File: config.mk
export PLATFORM = sky130hd
export DESIGN_NAME = mux51_scan_ctrl_flat
export DESIGN_NICKNAME = d
export VERILOG_FILES = /design/src/rtl/mux51_scan_ctrl_if.sv /design/src/rtl/mux51_scan_ctrl.sv /design/src/flat_wrapper.sv
export SDC_FILE = /design/constraint.sdc
export NUM_CORES = 1
export LEC_CHECK = 0
export CAP_MARGIN = 20
export CORE_ASPECT_RATIO = 0.6
export CORE_UTILIZATION = 27
export CTS_BUF_LIST = sky130_fd_sc_hd__clkbuf_2 sky130_fd_sc_hd__clkbuf_4 sky130_fd_sc_hd__clkbuf_8
export CTS_CLUSTER_DIAMETER = 60
export DETAILED_ROUTE_END_ITERATION = 8
export GPL_TIMING_DRIVEN = 0
export PLACE_DENSITY_LB_ADDON = 0.15
export SYNTH_ARGS = -nofsm -noshare
export SYNTH_HDL_FRONTEND = slang
export SYNTH_SLANG_ARGS = --single-unit
File: constraint.sdc
create_clock -name clk -period 2.3 [get_ports clk]
set_input_delay 0.345 -clock clk [delete_from_list [all_inputs] [get_ports clk]]
set_output_delay 0.345 -clock clk [all_outputs]
set_load 0.01 [all_outputs]
File: src/rtl/mux51_scan_ctrl_if.sv
// Handshake bundle for the byte scanner: byte load channel in, serial bit channel out.
// master = the side that offers bytes and consumes bits; slave = the scanner itself.
interface mux51_scan_ctrl_if;
  logic       load_valid;
  logic       load_ready;
  logic [7:0] load_data;
  logic       bit_valid;
  logic       bit_ready;
  logic       bit_data;
  logic       bit_last;

  modport master (
    output load_valid,
    output load_data,
    input  load_ready,
    input  bit_valid,
    input  bit_data,
    input  bit_last,
    output bit_ready
  );

  modport slave (
    input  load_valid,
    input  load_data,
    output load_ready,
    output bit_valid,
    output bit_data,
    output bit_last,
    input  bit_ready
  );
endinterface

File: src/rtl/mux51_scan_ctrl.sv
// Byte scanner driving an external 8:1 bit mux: holds one byte on mux_in, walks
// mux_sel through all eight positions and streams the mux output with valid/ready.
module mux51_scan_ctrl #(
  parameter int LSB_FIRST = 1
) (
  input  logic                 clk,
  input  logic                 rst,
  mux51_scan_ctrl_if.slave     bus,
  output logic [7:0]           mux_in,
  output logic [2:0]           mux_sel,
  input  logic                 mux_out,
  output logic                 busy,
  output logic [7:0]           frame_cnt
);

  localparam logic [2:0] FIRST = (LSB_FIRST != 0) ? 3'd0 : 3'd7;
  localparam logic [2:0] LAST  = (LSB_FIRST != 0) ? 3'd7 : 3'd0;

  typedef enum logic {
    IDLE  = 1'b0,
    SHIFT = 1'b1
  } state_t;

  state_t     state_reg, state_next;
  logic [7:0] mux_in_reg, mux_in_next;
  logic [2:0] mux_sel_reg, mux_sel_next;
  logic [7:0] frame_cnt_reg, frame_cnt_next;

  logic load_fire;
  logic bit_fire;
  logic at_last;

  // Handshakes are qualified by registered state only, so no input reaches an output.
  assign load_fire = bus.load_valid && (state_reg == IDLE);
  assign bit_fire  = bus.bit_ready  && (state_reg == SHIFT);
  assign at_last   = (mux_sel_reg == LAST);

  always_ff @(posedge clk or posedge rst) begin
    if (rst) begin
      state_reg <= IDLE;
    end else begin
      state_reg <= state_next;
    end
  end

  always_comb begin
    state_next = state_reg;
    case (state_reg)
      IDLE:    if (load_fire)            state_next = SHIFT;
      SHIFT:   if (bit_fire && at_last)  state_next = IDLE;
      default:                           state_next = IDLE;
    endcase
  end

  always_comb begin
    bus.load_ready = 1'b0;
    bus.bit_valid  = 1'b0;
    bus.bit_last   = 1'b0;
    busy           = 1'b0;
    case (state_reg)
      IDLE: begin
        bus.load_ready = 1'b1;
      end
      SHIFT: begin
        bus.bit_valid = 1'b1;
        bus.bit_last  = at_last;
        busy          = 1'b1;
      end
      default: begin
        bus.load_ready = 1'b0;
      end
    endcase
  end

  // Datapath: byte holding register, select walker and completed-frame counter.
  always_comb begin
    mux_in_next    = mux_in_reg;
    mux_sel_next   = mux_sel_reg;
    frame_cnt_next = frame_cnt_reg;
    if (load_fire) begin
      mux_in_next  = bus.load_data;
      mux_sel_next = FIRST;
    end else if (bit_fire) begin
      if (at_last) begin
        mux_sel_next   = FIRST;
        frame_cnt_next = frame_cnt_reg + 8'd1;
      end else if (LSB_FIRST != 0) begin
        mux_sel_next = mux_sel_reg + 3'd1;
      end else begin
        mux_sel_next = mux_sel_reg - 3'd1;
      end
    end
  end

  always_ff @(posedge clk or posedge rst) begin
    if (rst) begin
      mux_in_reg    <= 8'h00;
      mux_sel_reg   <= FIRST;
      frame_cnt_reg <= 8'h00;
    end else begin
      mux_in_reg    <= mux_in_next;
      mux_sel_reg   <= mux_sel_next;
      frame_cnt_reg <= frame_cnt_next;
    end
  end

  assign mux_in       = mux_in_reg;
  assign mux_sel      = mux_sel_reg;
  assign frame_cnt    = frame_cnt_reg;
  assign bus.bit_data = mux_out;

endmodule

File: src/flat_wrapper.sv
// flat-port wrapper written by rule: the top's interface ports become plain ports
module mux51_scan_ctrl_flat 
#(
  parameter int LSB_FIRST = 1
)
  (clk, rst, mux_in, mux_sel, mux_out, busy, frame_cnt, bus_load_valid, bus_load_data, bus_load_ready, bus_bit_valid, bus_bit_data, bus_bit_last, bus_bit_ready);
  mux51_scan_ctrl_if bus_i ();
  input  logic clk;
  input  logic rst;
  output logic [7:0] mux_in;
  output logic [2:0] mux_sel;
  input  logic mux_out;
  output logic busy;
  output logic [7:0] frame_cnt;
  input wire logic [$bits(bus_i.load_valid)-1:0] bus_load_valid;
  input wire logic [$bits(bus_i.load_data)-1:0] bus_load_data;
  output wire logic [$bits(bus_i.load_ready)-1:0] bus_load_ready;
  output wire logic [$bits(bus_i.bit_valid)-1:0] bus_bit_valid;
  output wire logic [$bits(bus_i.bit_data)-1:0] bus_bit_data;
  output wire logic [$bits(bus_i.bit_last)-1:0] bus_bit_last;
  input wire logic [$bits(bus_i.bit_ready)-1:0] bus_bit_ready;
  assign bus_i.load_valid = bus_load_valid;
  assign bus_i.load_data = bus_load_data;
  assign bus_load_ready = bus_i.load_ready;
  assign bus_bit_valid = bus_i.bit_valid;
  assign bus_bit_data = bus_i.bit_data;
  assign bus_bit_last = bus_i.bit_last;
  assign bus_i.bit_ready = bus_bit_ready;
  mux51_scan_ctrl #(.LSB_FIRST(LSB_FIRST)) u_core (.clk(clk), .rst(rst), .bus(bus_i), .mux_in(mux_in), .mux_sel(mux_sel), .mux_out(mux_out), .busy(busy), .frame_cnt(frame_cnt));
endmodule
# Yosys cells after proc, flatten, opt, wreduce, memory -nomap -nowiden
# Cells that the tools add are included.
# totals
wordCells	23
reg_bits	20
output_inout_bits	24
input_bits	13
# classes
bitwise	2
add_sub_neg	2
n_eq_ne	1
reduce_logical	5
mux	9
# op_table
op	count
$mux W3	3
$add A8 B1 Y8 const B	1
$mux W1	5
$add A3 B1 Y3 const B	1
$eq A3 B3 Y1 const B	1
$logic_and A1 B1 Y1	3
$reduce_and A3 Y1	1
$not A1 Y1	2
$pmux W1 S2	1
$reduce_bool A2 Y1	1

# Depth between registers and ports, before layout
# logic_depth
depth_word	4
ltp_mapped	5
ltp_nobuf	5

# Worst setup path before layout
# Ideal clock, no wire load.
# synth_path
kind	flip-flop to flip-flop
from	register u_core.mux_sel_reg[0], in the netlist u_core.mux_sel[0]
to	register u_core.frame_cnt_reg[1], in the netlist u_core.frame_cnt[1]
synth_period_minus_slack_ns	1.434
n_path_buf	0
path_slack_ns	0.866
setup_time_ns	0.125
t_required_ns	2.175
arrival_ns	1.310
stages_incl_launch_ff	5
path_cell_list	dfrtp_1 ha_1 ha_1 nand3_4 mux2_2
# synth_via
elab_chain_cells	2
# synth_rtl
element	line	rtl
from (decl)	mux51_scan_ctrl.sv:26	logic [2:0] mux_sel_reg, mux_sel_next;
from (signal assigned)	mux51_scan_ctrl.sv:102	mux_sel_reg <= mux_sel_next;
$eq A3 B3 Y1	mux51_scan_ctrl.sv:36	assign at_last = (mux_sel_reg == LAST);
$reduce_and A3 Y1 (no source line)	n/a	
to (signal assigned)	mux51_scan_ctrl.sv:103	frame_cnt_reg <= frame_cnt_next;
to (decl)	mux51_scan_ctrl.sv:27	logic [7:0] frame_cnt_reg, frame_cnt_next;
# No other way between the ends.
# A chain may end at the register's enable or synchronous reset.

# Final worst setup path
# layout_path
from	register u_core.mux_sel_reg[0], in the netlist u_core.mux_sel[0]
to	output bus_bit_last
# layout_via
elab_chain_cells	2
# layout_rtl
element	line	rtl
$eq A3 B3 Y1	mux51_scan_ctrl.sv:36	
$mux W1	mux51_scan_ctrl.sv:60	case (state_reg)
to (decl)	flat_wrapper.sv:20	output wire logic [$bits(bus_i.bit_last)-1:0] bus_bit_last;
# No other way between the ends.

==> flow_summary.yaml <==
timing:
  fin_setup_tns_ns: 0
  max_freq_mhz: 472
  worst_pin_slew_ns: 0.757
  rsz0062_at_grt: "false"
  fin_skew_ns: 0.00157
  post-route-min-period_ns: 2.12
  hold_viol_final: 0
  setup_violations: 0
  max_slew_margin_pct: 49.5
  drv_slew: 0
  fin_crit_sh_pct: 92.1
placement:
  gp_congestion: 0.693
  placed_area_um2: 1280
  port-buffer-count: 35
  place_hpwl_mm: 1.35
cts:
  path_clk_slew_ns: 0.07
  cts_hold_buffers: 0
  clk_path_buf_depth: 2
  cts_tree: "built"
  clk_latency_ns: 0.25
  ctsResizeCount: 0
  htree_num_levels: 1
  cts_buffers: 3
  cts_setup_buffers: 0
  clock-root-buffer: "clkbuf_8"
  clock-sinks: 20
die:
  start_util_pct: 29.4
  die_w_um: 75.6
  die_y_um: 46.2
  row_count: 15
  core_area_um2: 2980
  die_area_um2: 3490
  num_io_pins: 37
routing:
  drc: 0
  firstDrtPassIters: 2
  routed_wl_mm: 1.76
  vias_per_cell: 4.31
  wire_per_inst_um: 12.3
  via_count: 616
  drtAntennaViolNets: 0
  first_iter_violations: 10
power:
  vdd_drop_max_mv: 0.375
  power_mw: 1.31
  p_leak_nw: 0.585
  power_density_nw_per_um2: 991
setup_path:
  worstPathBufferInverterCount: 1
  r2r_start: "u_core.mux_sel[0]$_DFFE_PP0P_"
  cpLargestDelayFamily: "buffers and inverters"
  critPathSlowestCell: "clkdlybuf4s50_1"
  crit_type: "reg -> out"
  required_ns: 1.96
  max_stage_delay_ns: 0.47
  crit_chain: "ha_1 > ha_1 > and2_1 > clkdlybuf4s50_1"
  start_kind: "flop"
  worstSetupEndpointType: "output port"
  crit_fanout: 4
  worstPathArrival_ns: 1.77
  crit_path_start: "u_core.mux_sel[0]$_DFFE_PP0P_"
  cpMostUsedCell: "ha_1"
min_path:
  hold_start: "u_core.frame_cnt[7]$_DFFE_PP0P_"
  min_path_type: "reg -> reg"
synth:
  synth.area.top_cells: "dfrtp_1, mux2_2, ha_1"
  yosysWarnings: 0
  synth_top_area_share_pct: 57.0
  syn_nets: 79
  synth_top_cell_by_area: "dfrtp_1"
  synth_area_um2: 878
  synth_mux_area_share_pct: 12.7
  synthSimpleGateAreaFrac_pct: 11.4
  seq_area_frac_synth_pct: 57.0
  yosysUniqueCellTypes: 21
  ys_seq_elements: 20
  syn_inst: 63
  syn_area_per_cell_um2: 13.9
  synth_compound_area_share_pct: 4.27
  synth_top_family_by_area: "multiplexers"
  synth_fa_ha_area_share_pct: 4.27
  synthXorXnorAreaFrac_pct: 6.98
global_routing:
  grtUsageMet1_pct: 16.3
  use_met3_pct: 3.94
  overflow: 0
  top_usage_layer: "met1"
  grt_use_met2_pct: 14.5
  grt_max_degree: 21
  grt_antenna_before_repair: 0
  grt_use_total_pct: 10.9
  grt_pass1_vias: 554
  grt_pass1_wl_mm: 2.73
cells_and_area:
  drive_above_1_share_pct: 20.8
  area_delta_synth_final_pct: 50.6
  design_area_um2: 1320
  n_antenna_cell: 0
  layout_commonest_cell: "clkdlybuf4s50_1"
  final_util_pct: 44.3
  nNetsFinal: 119
  mostFrequentLayoutCells: "clkdlybuf4s50_1, dfrtp_1, mux2_2"
flow_run:
  max_cap_viol_count: 0
outcome:
  status: "finished, final reports clean"
stage by stage:
stage	hold slack [ns]	setup WS, ns	std cells
detailed placement	0.465	0.438	140
CTS	0.481	0.159	143
floorplan	0.309	0.866	63
global placement	0.455	0.453	140
finish	0.481	0.181	143
global route	0.528	0.0538	143
synthesized netlist by cell type:
| cell | n |
|---|---|
| nand3_4 | 1 |
| dfrtp_1 | 20 |
| ha_1 | 3 |
| and4_4 | 1 |
| inv_2 | 1 |
| nand2_2 | 1 |
| mux2_2 | 9 |
| nor2_1 | 2 |
| nand3_1 | 3 |
| buf_4 | 3 |
| xnor2_1 | 3 |
| o21a_1 | 1 |
| and3_1 | 1 |
| nor3_2 | 2 |
| nand4_1 | 1 |
| nand2_1 | 1 |
| and2_1 | 1 |
| mux2i_1 | 1 |
| xor2_1 | 4 |
| inv_1 | 1 |
| a32o_1 | 3 |
path summary, 6_finish.rpt:
check / end / slack [ns] / cells after the start
worst max-delay path: bus_bit_last / 0.18 / 4
worst min-delay path: u_core.frame_cnt[7]$_DFFE_PP0P_ / 0.48 / 1
worst max register to register: u_core.frame_cnt[1]$_DFFE_PP0P_ / 0.81 / 4
worst min register to register: u_core.frame_cnt[7]$_DFFE_PP0P_ / 0.48 / 1
max in group asynchronous: u_core.frame_cnt[7]$_DFFE_PP0P_ / 1.30 / 2
min in group asynchronous: u_core.frame_cnt[4]$_DFFE_PP0P_ / 0.53 / 2
per-layer routing:
metal,wire [µm],vias up
li1,-,302
met1,924,293
met2,739,19
met3,87,2
met4,12,0
met5,0,-
report_power, final:
group | switching (mW) | total [mW] | internal (mW) | leakage (nW)
sequential | 0.0856 | 0.553 | 0.467 | 0.253
clock | 0.102 | 0.218 | 0.116 | 0.0216
combinational | 0.192 | 0.540 | 0.347 | 0.310
total | 0.380 | 1.31 | 0.931 | 0.585
kinds of logic (layout without fill, tap and decap cells):
group | Yosys count | in the layout
DFF | 20 | 20
and+or+nand+nor | 14 | 14
muxes | 10 | 10
xor gates and xnor gates | 7 | 7
buffers and inverters | 5 | 43
AOI/OAI and AO/OA | 4 | 4
adders and majority gates | 3 | 3
cell type report:
class / instances / area (µm²)
Buffer: 3 / 22.5
Clock buffer: 3 / 41.3
Fill cell: 295 / 1660
Inverter: 2 / 7.51
Multi-Input combinational cell: 38 / 348
Sequential cell: 20 / 500
Tap cell: 42 / 52.6
Timing Repair Buffer: 35 / 350
(Power assumes the default switching activity.)
